[src/rtl/pc_fetch.sv]
// Instruction-fetch front end: owns the PC, drives the imem request/ack
// handshake and feeds decode through an output register backed by a one-entry skid.
//
// state   | meaning
// --------+-----------------------------------------------------------------
// IDLE    | first cycle after reset, no request yet
// REQ     | request outstanding at imem_addr (== pc)
// HOLD    | skid full, request dropped until decode drains the output
// DISCARD | redirected while a request was unacked; its data will be dropped
module pc_fetch #(
  parameter int ADDR_WIDTH = 32,
  parameter int DATA_WIDTH = 32,
  parameter logic [ADDR_WIDTH-1:0] PC_ADDR = 32'h8000_0000
) (
  input  logic                  clk,
  input  logic                  reset,
  input  logic                  use_branch,
  input  logic [ADDR_WIDTH-1:0] branch_out,
  input  logic                  stall,
  output logic                  imem_req,
  output logic [ADDR_WIDTH-1:0] imem_addr,
  input  logic                  imem_ack,
  input  logic [DATA_WIDTH-1:0] imem_data,
  output logic                  if_valid,
  output logic [ADDR_WIDTH-1:0] if_pc,
  output logic [DATA_WIDTH-1:0] if_inst
);

  localparam logic [DATA_WIDTH-1:0] NOP = DATA_WIDTH'(32'h0000_0013);

  typedef enum logic [1:0] {
    IDLE    = 2'd0,
    REQ     = 2'd1,
    HOLD    = 2'd2,
    DISCARD = 2'd3
  } state_t;

  state_t                state_q,      state_d;
  logic [ADDR_WIDTH-1:0] pc_q,         pc_d;
  logic                  req_q,        req_d;
  logic [ADDR_WIDTH-1:0] addr_q,       addr_d;
  logic                  if_valid_q,   if_valid_d;
  logic [ADDR_WIDTH-1:0] if_pc_q,      if_pc_d;
  logic [DATA_WIDTH-1:0] if_inst_q,    if_inst_d;
  logic                  skid_valid_q, skid_valid_d;
  logic [ADDR_WIDTH-1:0] skid_pc_q,    skid_pc_d;
  logic [DATA_WIDTH-1:0] skid_inst_q,  skid_inst_d;

  logic                  consume;
  logic                  slot_free;
  logic [ADDR_WIDTH-1:0] pc_plus4;
  logic [ADDR_WIDTH-1:0] target;

  always_comb begin
    state_d      = state_q;
    pc_d         = pc_q;
    req_d        = req_q;
    addr_d       = addr_q;
    if_valid_d   = if_valid_q;
    if_pc_d      = if_pc_q;
    if_inst_d    = if_inst_q;
    skid_valid_d = skid_valid_q;
    skid_pc_d    = skid_pc_q;
    skid_inst_d  = skid_inst_q;

    consume   = if_valid_q && !stall;
    slot_free = !if_valid_q || !stall;
    pc_plus4  = pc_q + ADDR_WIDTH'(4);
    target    = branch_out & ~ADDR_WIDTH'(3);

    if (consume) begin
      if_valid_d = 1'b0;
    end

    if (use_branch) begin
      // Redirect wins over stall and any ack arriving in the same cycle.
      if_valid_d   = 1'b0;
      skid_valid_d = 1'b0;
      pc_d         = target;
      case (state_q)
        REQ, DISCARD: begin
          if (imem_ack) begin
            req_d   = 1'b1;
            addr_d  = target;
            state_d = REQ;
          end else begin
            state_d = DISCARD;
          end
        end
        default: begin
          req_d   = 1'b1;
          addr_d  = target;
          state_d = REQ;
        end
      endcase
    end else begin
      case (state_q)
        IDLE: begin
          req_d   = 1'b1;
          addr_d  = pc_q;
          state_d = REQ;
        end
        REQ: begin
          if (imem_ack) begin
            pc_d   = pc_plus4;
            addr_d = pc_plus4;
            if (slot_free) begin
              if_valid_d = 1'b1;
              if_pc_d    = pc_q;
              if_inst_d  = imem_data;
              req_d      = 1'b1;
            end else begin
              skid_valid_d = 1'b1;
              skid_pc_d    = pc_q;
              skid_inst_d  = imem_data;
              req_d        = 1'b0;
              state_d      = HOLD;
            end
          end
        end
        HOLD: begin
          if (!stall) begin
            if_valid_d   = skid_valid_q;
            if_pc_d      = skid_pc_q;
            if_inst_d    = skid_inst_q;
            skid_valid_d = 1'b0;
            req_d        = 1'b1;
            addr_d       = pc_q;
            state_d      = REQ;
          end
        end
        DISCARD: begin
          // pc already holds the redirect target; the stale response is dropped.
          if (imem_ack) begin
            req_d   = 1'b1;
            addr_d  = pc_q;
            state_d = REQ;
          end
        end
        default: begin
          state_d = IDLE;
        end
      endcase
    end
  end

  always_ff @(posedge clk) begin
    if (reset) begin
      state_q      <= IDLE;
      pc_q         <= PC_ADDR;
      req_q        <= 1'b0;
      addr_q       <= PC_ADDR;
      if_valid_q   <= 1'b0;
      if_pc_q      <= PC_ADDR;
      if_inst_q    <= NOP;
      skid_valid_q <= 1'b0;
      skid_pc_q    <= PC_ADDR;
      skid_inst_q  <= NOP;
    end else begin
      state_q      <= state_d;
      pc_q         <= pc_d;
      req_q        <= req_d;
      addr_q       <= addr_d;
      if_valid_q   <= if_valid_d;
      if_pc_q      <= if_pc_d;
      if_inst_q    <= if_inst_d;
      skid_valid_q <= skid_valid_d;
      skid_pc_q    <= skid_pc_d;
      skid_inst_q  <= skid_inst_d;
    end
  end

  assign imem_req  = req_q;
  assign imem_addr = addr_q;
  assign if_valid  = if_valid_q;
  assign if_pc     = if_pc_q;
  assign if_inst   = if_inst_q;

endmodule

[config.mk]
export PLATFORM = sky130hd
export DESIGN_NAME = pc_fetch
export DESIGN_NICKNAME = d
export VERILOG_FILES = /design/src/rtl/pc_fetch.sv
export SDC_FILE = /design/constraint.sdc
export NUM_CORES = 1
export LEC_CHECK = 0
export CORE_UTILIZATION = 55
export CTS_CLUSTER_DIAMETER = 150
export CTS_CLUSTER_SIZE = 14
export DETAILED_ROUTE_END_ITERATION = 10
export HOLD_SLACK_MARGIN = 0.1
export PLACE_DENSITY = 0.84
export SYNTH_ARGS = -nofsm -noshare
export SYNTH_HDL_FRONTEND = slang
export SYNTH_SLANG_ARGS = --single-unit
[constraint.sdc]
create_clock -name clk -period 3.7 [get_ports clk]
set_input_delay 1.11 -clock clk [delete_from_list [all_inputs] [get_ports clk]]
set_output_delay 1.11 -clock clk [all_outputs]
set_load 0.01 [all_outputs]
==> results of run 1 <==
## worst max-delay path by stage
stage / from / to / slack [ns]
floorplan: imem_ack / pc_q[23]$_SDFFE_PP0P_ / 1.16
global placement: imem_ack / pc_q[23]$_SDFFE_PP0P_ / 0.49
detailed placement: imem_ack / pc_q[23]$_SDFFE_PP0P_ / 0.44
CTS: imem_ack / pc_q[23]$_SDFFE_PP0P_ / 0.89
global route: imem_ack / pc_q[23]$_SDFFE_PP0P_ / 0.77
finish: imem_ack / pc_q[23]$_SDFFE_PP0P_ / 0.85
## layer usage
metal  vias up  share of wire [%]  track usage (%)
met2       279                 45            42.68
met5         -                  0                0
met3        58                7.2            6.135
met4         0                3.4            11.49
li1       3826                  -                -
met1      3579                 44            37.47
## metrics by stage
step	hold WS, ns	std cells	area, sq um	total power [mW]
floorplan	0.4360	1044	8721	2.822
global placement	0.4408	1333	10370	3.225
detailed placement	0.4461	1333	10370	3.246
CTS	0.4552	1364	11020	5.222
global route	0.4703	1364	11020	5.413
finish	0.4532	1364	11020	5.210
## synth_stat cells, drive strengths merged, types with 16 or more instances
master | instances | area share [%]
nand4 | 20 | 1.7
dfxtp | 189 | 43
xnor2 | 22 | 2.2
buf | 39 | 2.6
a21oi | 96 | 5.5
nand2 | 166 | 7.2
nand3 | 26 | 1.5
mux2i | 64 | 7.4
a211oi | 86 | 7.4
xor2 | 30 | 3.0
nor2 | 115 | 5.0
o21ai | 16 | 0.92
clkbuf | 65 | 2.8
## cells by family (layout without fill, tap and decap cells)
family	after synthesis	after routing	synth area share, %
AOI/OAI and AO/OA	242	242	18.09
xor gates and xnor gates	52	52	5.229
adders and majority gates	4	4	0.5747
buffers and inverters	112	221	5.804
DFF	189	189	43.44
muxes	64	64	7.355
other	1	4	0.04306
and+or+nand+nor	377	377	19.47
## worst min-delay path, cell delays in order, from the launching register on
cell and delay [ns]:
dfxtp_1 0.31, nand2_1 0.05, a21oi_1 0.05
## power groups by stage
stage / Clock, mW / Combinational [mW] / Sequential [mW]
detailed placement: 0 / 0.901 / 2.34
floorplan: 0 / 0.484 / 2.34
CTS: 2.01 / 0.908 / 2.30
global placement: 0 / 0.884 / 2.34
finish: 2.00 / 0.907 / 2.30
global route: 2.11 / 0.985 / 2.32
## state kept, by name, summed over array words and instances, names as in the netlist
name,flops
if_inst,32
skid_valid_q,1
imem_req,1
imem_addr,30
if_pc,30
if_valid,1
skid_pc_q,30
state_q,2
skid_inst_q,32
pc_q,30
## final cells by class
cell class	count	share of cell area (%)
multi-input cells	743	40.52
flip-flops and latches	189	34.33
repair buffers	182	16.58
clock buffers	23	4.519
well taps	211	2.396
clock inverters	8	1.385
inverters	8	0.2725
==> reports/qor.yml, run 1 <==
status: "finished, final reports clean"
pwr-share-seq_pct: 44.2
tightest_slew_ns: 0.7766
min-delay-start: "skid_pc_q[12]$_SDFFE_PP0P_"
synthesis.area_sq_um: 8710
drv_slew: 0
p_leak_nw: 3.725
pwr-share-clk_pct: 38.4
finClkSkew_ns: 0.004584
via_per_inst: 5.676
placementRows: 45
p_sw_share_pct: 25.88
cts_tree: "done"
worst_r2r_endpoint: "imem_addr[11]$_SDFFE_PP0P_"
tns_ns: 0
timing.critical_path.cells: "clkdlybuf4s50_1 > nand2_1 > nor4_4 > nand2_2 > or3_1 > a311oi_1"
layout_common_cells: "dfxtp_1 (189), nand2_1 (164), clkdlybuf4s50_1 (159)"
reg2reg_depth: 7
synth-edff-count: 0
power_switching_mw: 1.348
dr.pass1.iters: 5
synthCells: 1041
antenna_found_initial: 0
setup_slack_ns: 0.8472
cp.arrival_ns: 3.20
clock_latency_ns: 0.43
fmax_mhz: 350.5
rsz0062_at_grt: "false"
layout.nets: 1214
path_clk_slew_ns: 0.07
root_buffer: "clkbuf_16"
timing.rr.start: "state_q[0]$_SDFFE_PP0P_"
yosys_warnings: 0
fill_cells: 1235
finalSetupViolations: 0
grt_max_degree: 105
diodes: 0
num_vias: 7742
syn2layout_area_growth_pct: 26.53
ff_latch_area_sq_um: 3784
layout_commonest_cell: "dfxtp_1"
powerDensity_nw_per_um2: 472.8
synth_seq_cells: 189
gp_congestion: 0.9272
first_global_vias: 7049
worstSetupPathType: "in2reg"
drive_gt1_share_pct: 5.811
die_area_sq_um: 16340
endpoint_kind: "register"
final_util_pct: 71.96
grt_pass1_wl_mm: 35.55
drc_errors: 0
ir_worst_vdd_mv: 0.3183
path_depth: 6
hp-class: "reg2reg"
h-tree-depth: 4
hold_depth: 2
avgSynthCellArea_sq_um: 8.367
holdBufCountCts: 0
critPathTopFamily: "simple AND/OR/NAND/NOR gates"
min_period_over_period_pct: 77.10
grt.overflow.total: 0
r2r_slack_ns: 1.20
slowest_stage: "clkdlybuf4s50_1"
routed_wl_mm: 22.17
initial_core_util_pct: 56.87
crit_buf_inv: 1
cts_resized: 0
max_cap_viol_count: 0
relSlewSlack_pct: 48.23
ys.flop_type: "dfxtp_1"
fin_crit_ns: 2.853
synthArstFlopShare_pct: 0
hpwl_mm: 14.64
pwr-share-comb_pct: 17.4
die_w_um: 127.8
pin_count: 167
die_y_um: 127.8
internal_power_mw: 3.862
synthDistinctLibCells: 58
cp.required_ns: 4.04
numClockSinks: 189
holdPathEnd: "skid_pc_q[12]$_SDFFE_PP0P_"
ant_nets: 0
drt_iter0_drc: 666
cts_buffers: 17
core-area_sq_um: 15310
yosysSeqAreaShare_pct: 43.44
clk_path_buf_depth: 2
multi_input_area_sq_um: 4466
hold_violations: 0
wl_per_cell_um: 16.25
io_buffers: 160
cp-start-kind: "input port"
worstPathMaxFanout: 7
place_ws_ns: 0.4447
grtUsageTotal_pct: 27.68
crit_path_max_incr_delay_ns: 0.56
post_cts_buffers: 0
Power figures use the tool's default switching activity.
==> run 2, diff against run 1 <==
--- a/config.mk
+++ b/config.mk
@@ -5,12 +5,12 @@
 export SDC_FILE = /design/constraint.sdc
 export NUM_CORES = 1
 export LEC_CHECK = 0
-export CORE_UTILIZATION = 55
+export CORE_UTILIZATION = 47
 export CTS_CLUSTER_DIAMETER = 150
 export CTS_CLUSTER_SIZE = 14
 export DETAILED_ROUTE_END_ITERATION = 10
 export HOLD_SLACK_MARGIN = 0.1
-export PLACE_DENSITY = 0.84
+export PLACE_DENSITY = 0.76
 export SYNTH_ARGS = -nofsm -noshare
 export SYNTH_HDL_FRONTEND = slang
 export SYNTH_SLANG_ARGS = --single-unit
==> constraint.sdc (replaced) <==
create_clock -name clk -period 2.3 [get_ports clk]
set_input_delay 0.69 -clock clk [delete_from_list [all_inputs] [get_ports clk]]
set_output_delay 0.69 -clock clk [all_outputs]
set_load 0.01 [all_outputs]
==> reports/qor.yml, run 2 (synthesis gave the netlist of run 1 again) <==
hold_violations: 0  # unchanged
violations: "DRC"
pin_count: 167  # unchanged
holdBufCountCts: 0  # unchanged
crit_buf_inv: 3  # +2
num_vias: 7943  # +2.6%
worstSetupPathType: "in2reg"
timing.critical_path.cells: "clkdlybuf4s50_1 > nand2_1 > buf_4 > nor2_1 > buf_4 > nand4_1 > xor2_1 > a211oi_1"
ant_nets: 0  # unchanged
drc_errors: 20  # +20
core-area_sq_um: 18090  # +18%
use_met1_pct: 33.74  # -3.7 points
ir_worst_vdd_mv: 0.7495  # +140%
diodes: 0  # unchanged
die_w_um: 138.1  # +8.0%
dr.pass1.iters: 8  # +3
min_period_over_period_pct: 91.68
placementRows: 49  # +8.9%
clock_latency_ns: 0.44  # about the same
drv_slew: 0  # unchanged
hp-class: "reg2reg"
cp-start-kind: "input port"
power_mw: 8.215  # +58%
routed_wl_mm: 23.35  # +5.3%
fill_cells: 1505  # +22%
met3_usage_pct: 4.503  # -1.6 points
worstPathMaxFanout: 5  # -2
hpwl_mm: 16.61  # +13%
p_leak_nw: 4.036  # +8.4%
numClockSinks: 189  # unchanged
die_area_sq_um: 19080  # +17%
drive_gt1_share_pct: 10.93  # +5.1 points
crit_path_max_incr_delay_ns: 0.52  # -0.04 ns
drt_iter0_drc: 658  # -1.2%
grt_max_degree: 63  # -40%
root_buffer: "clkbuf_16"
powerDensity_nw_per_um2: 712.8  # +51%
finClkSkew_ns: 0.01284  # +0.008259 ns
met2_usage_pct: 39.12  # -3.6 points
critPathTopFamily: "buffers and inverters"
max_cap_viol_count: 0  # unchanged
slowest_stage: "clkdlybuf4s50_1"
grt_pass1_wl_mm: 37.91  # +6.6%
cp.arrival_ns: 2.45  # -0.75 ns
path_common_cell: "buf_4"
path_clk_slew_ns: 0.07  # about the same
fin_crit_ns: 2.109
via_per_inst: 5.493  # -3.2%
cts_resized: 0  # unchanged
grt.overflow.total: 0  # unchanged
cp.required_ns: 2.65  # -1.39 ns
rsz0062_at_grt: "false"
cts_tree: "done"
post_cts_buffers: 0  # unchanged
gp_congestion: 0.8951  # -3.5%
ff_latch_area_sq_um: 3784  # unchanged
layout_common_cells: "dfxtp_1 (189), nand2_1 (164), clkdlybuf4s50_1 (159)"
h-tree-depth: 4  # unchanged
layout_commonest_cell: "dfxtp_1"
fmax_mhz: 474.2
relSlewSlack_pct: 63.90  # +16 points
antenna_found_initial: 0  # unchanged
grt.busiest_layer: "met2"
status: "finished with violations"
grtUsageTotal_pct: 24.54  # -3.1 points
whs_ns: 0.4542  # +0.001037 ns
endpoint_kind: "register"
tightest_slew_ns: 0.5375  # -0.2391 ns
layout.nets: 1278  # +5.3%
finalSetupViolations: 0  # unchanged
cts_buffers: 17  # unchanged
syn2layout_area_growth_pct: 32.32
first_global_vias: 7386  # +4.8%
die_y_um: 138.1  # +8.0%
multi_input_area_sq_um: 4468  # about the same
io_buffers: 160  # unchanged
wl_per_cell_um: 16.15  # -0.65%
clk_path_buf_depth: 2  # unchanged
final_util_pct: 63.72  # -8.2 points
initial_core_util_pct: 48.16  # -8.7 points
## run 2: power by group
group / internal (mW) / switching [mW]
clock: 1.53 / 1.39
sequential: 3.50 / 0.161
combinational: 0.847 / 0.787
total: 5.88 / 2.34
## run 2: per-layer routing
metal	share of wire [%]	vias to the layer above	routed length [um]
met5	0	-	0
met4	1.9	0	455
met3	5.9	32	1375
met2	46	225	10630
met1	47	3740	10890
li1	-	3946	-
## run 2: worst paths after layout
check                                               endpoint  cells past startpoint  slack, ns                          from
worst max register to register    imem_addr[11]$_SDFFE_PP0P_                      7       0.19       state_q[1]$_SDFFE_PP0P_
worst min register to register  skid_inst_q[15]$_SDFFE_PP0P_                      2       0.45  skid_inst_q[15]$_SDFFE_PP0P_
worst min-delay path            skid_inst_q[15]$_SDFFE_PP0P_                      2       0.45  skid_inst_q[15]$_SDFFE_PP0P_
worst max-delay path                   pc_q[17]$_SDFFE_PP0P_                      8       0.19                      imem_ack
## run 2: per-stage QoR
step                cell area, sq um  worst slack, ns  TNS, ns  std cells
finish                         11520           0.1913        0       1446
global route                   11520          0.03198        0       1446
CTS                            11520          0.07894        0       1446
detailed placement             10950          -0.2693   -26.08       1415
global placement               10950          -0.2335   -23.62       1415
floorplan                       8721           0.1824        0       1044
## run 2: layout make-up
class	count	area share (%)
flip-flops and latches	189	32.83
repair buffers	246	20.67
inverters	8	0.2606
clock buffers	17	3.691
clock inverters	14	1.292
multi-input cells	743	38.77
well taps	229	2.486
## run 2: worst register-to-register path, delay by kind of cell, from the launching register on
kind	cells	cell delay [ns]
AOI/OAI and AO/OA	2	0.55
buffers and inverters	2	0.33
DFF	1	0.39
and+or+nand+nor	2	0.45
adders and majority gates	1	0.25
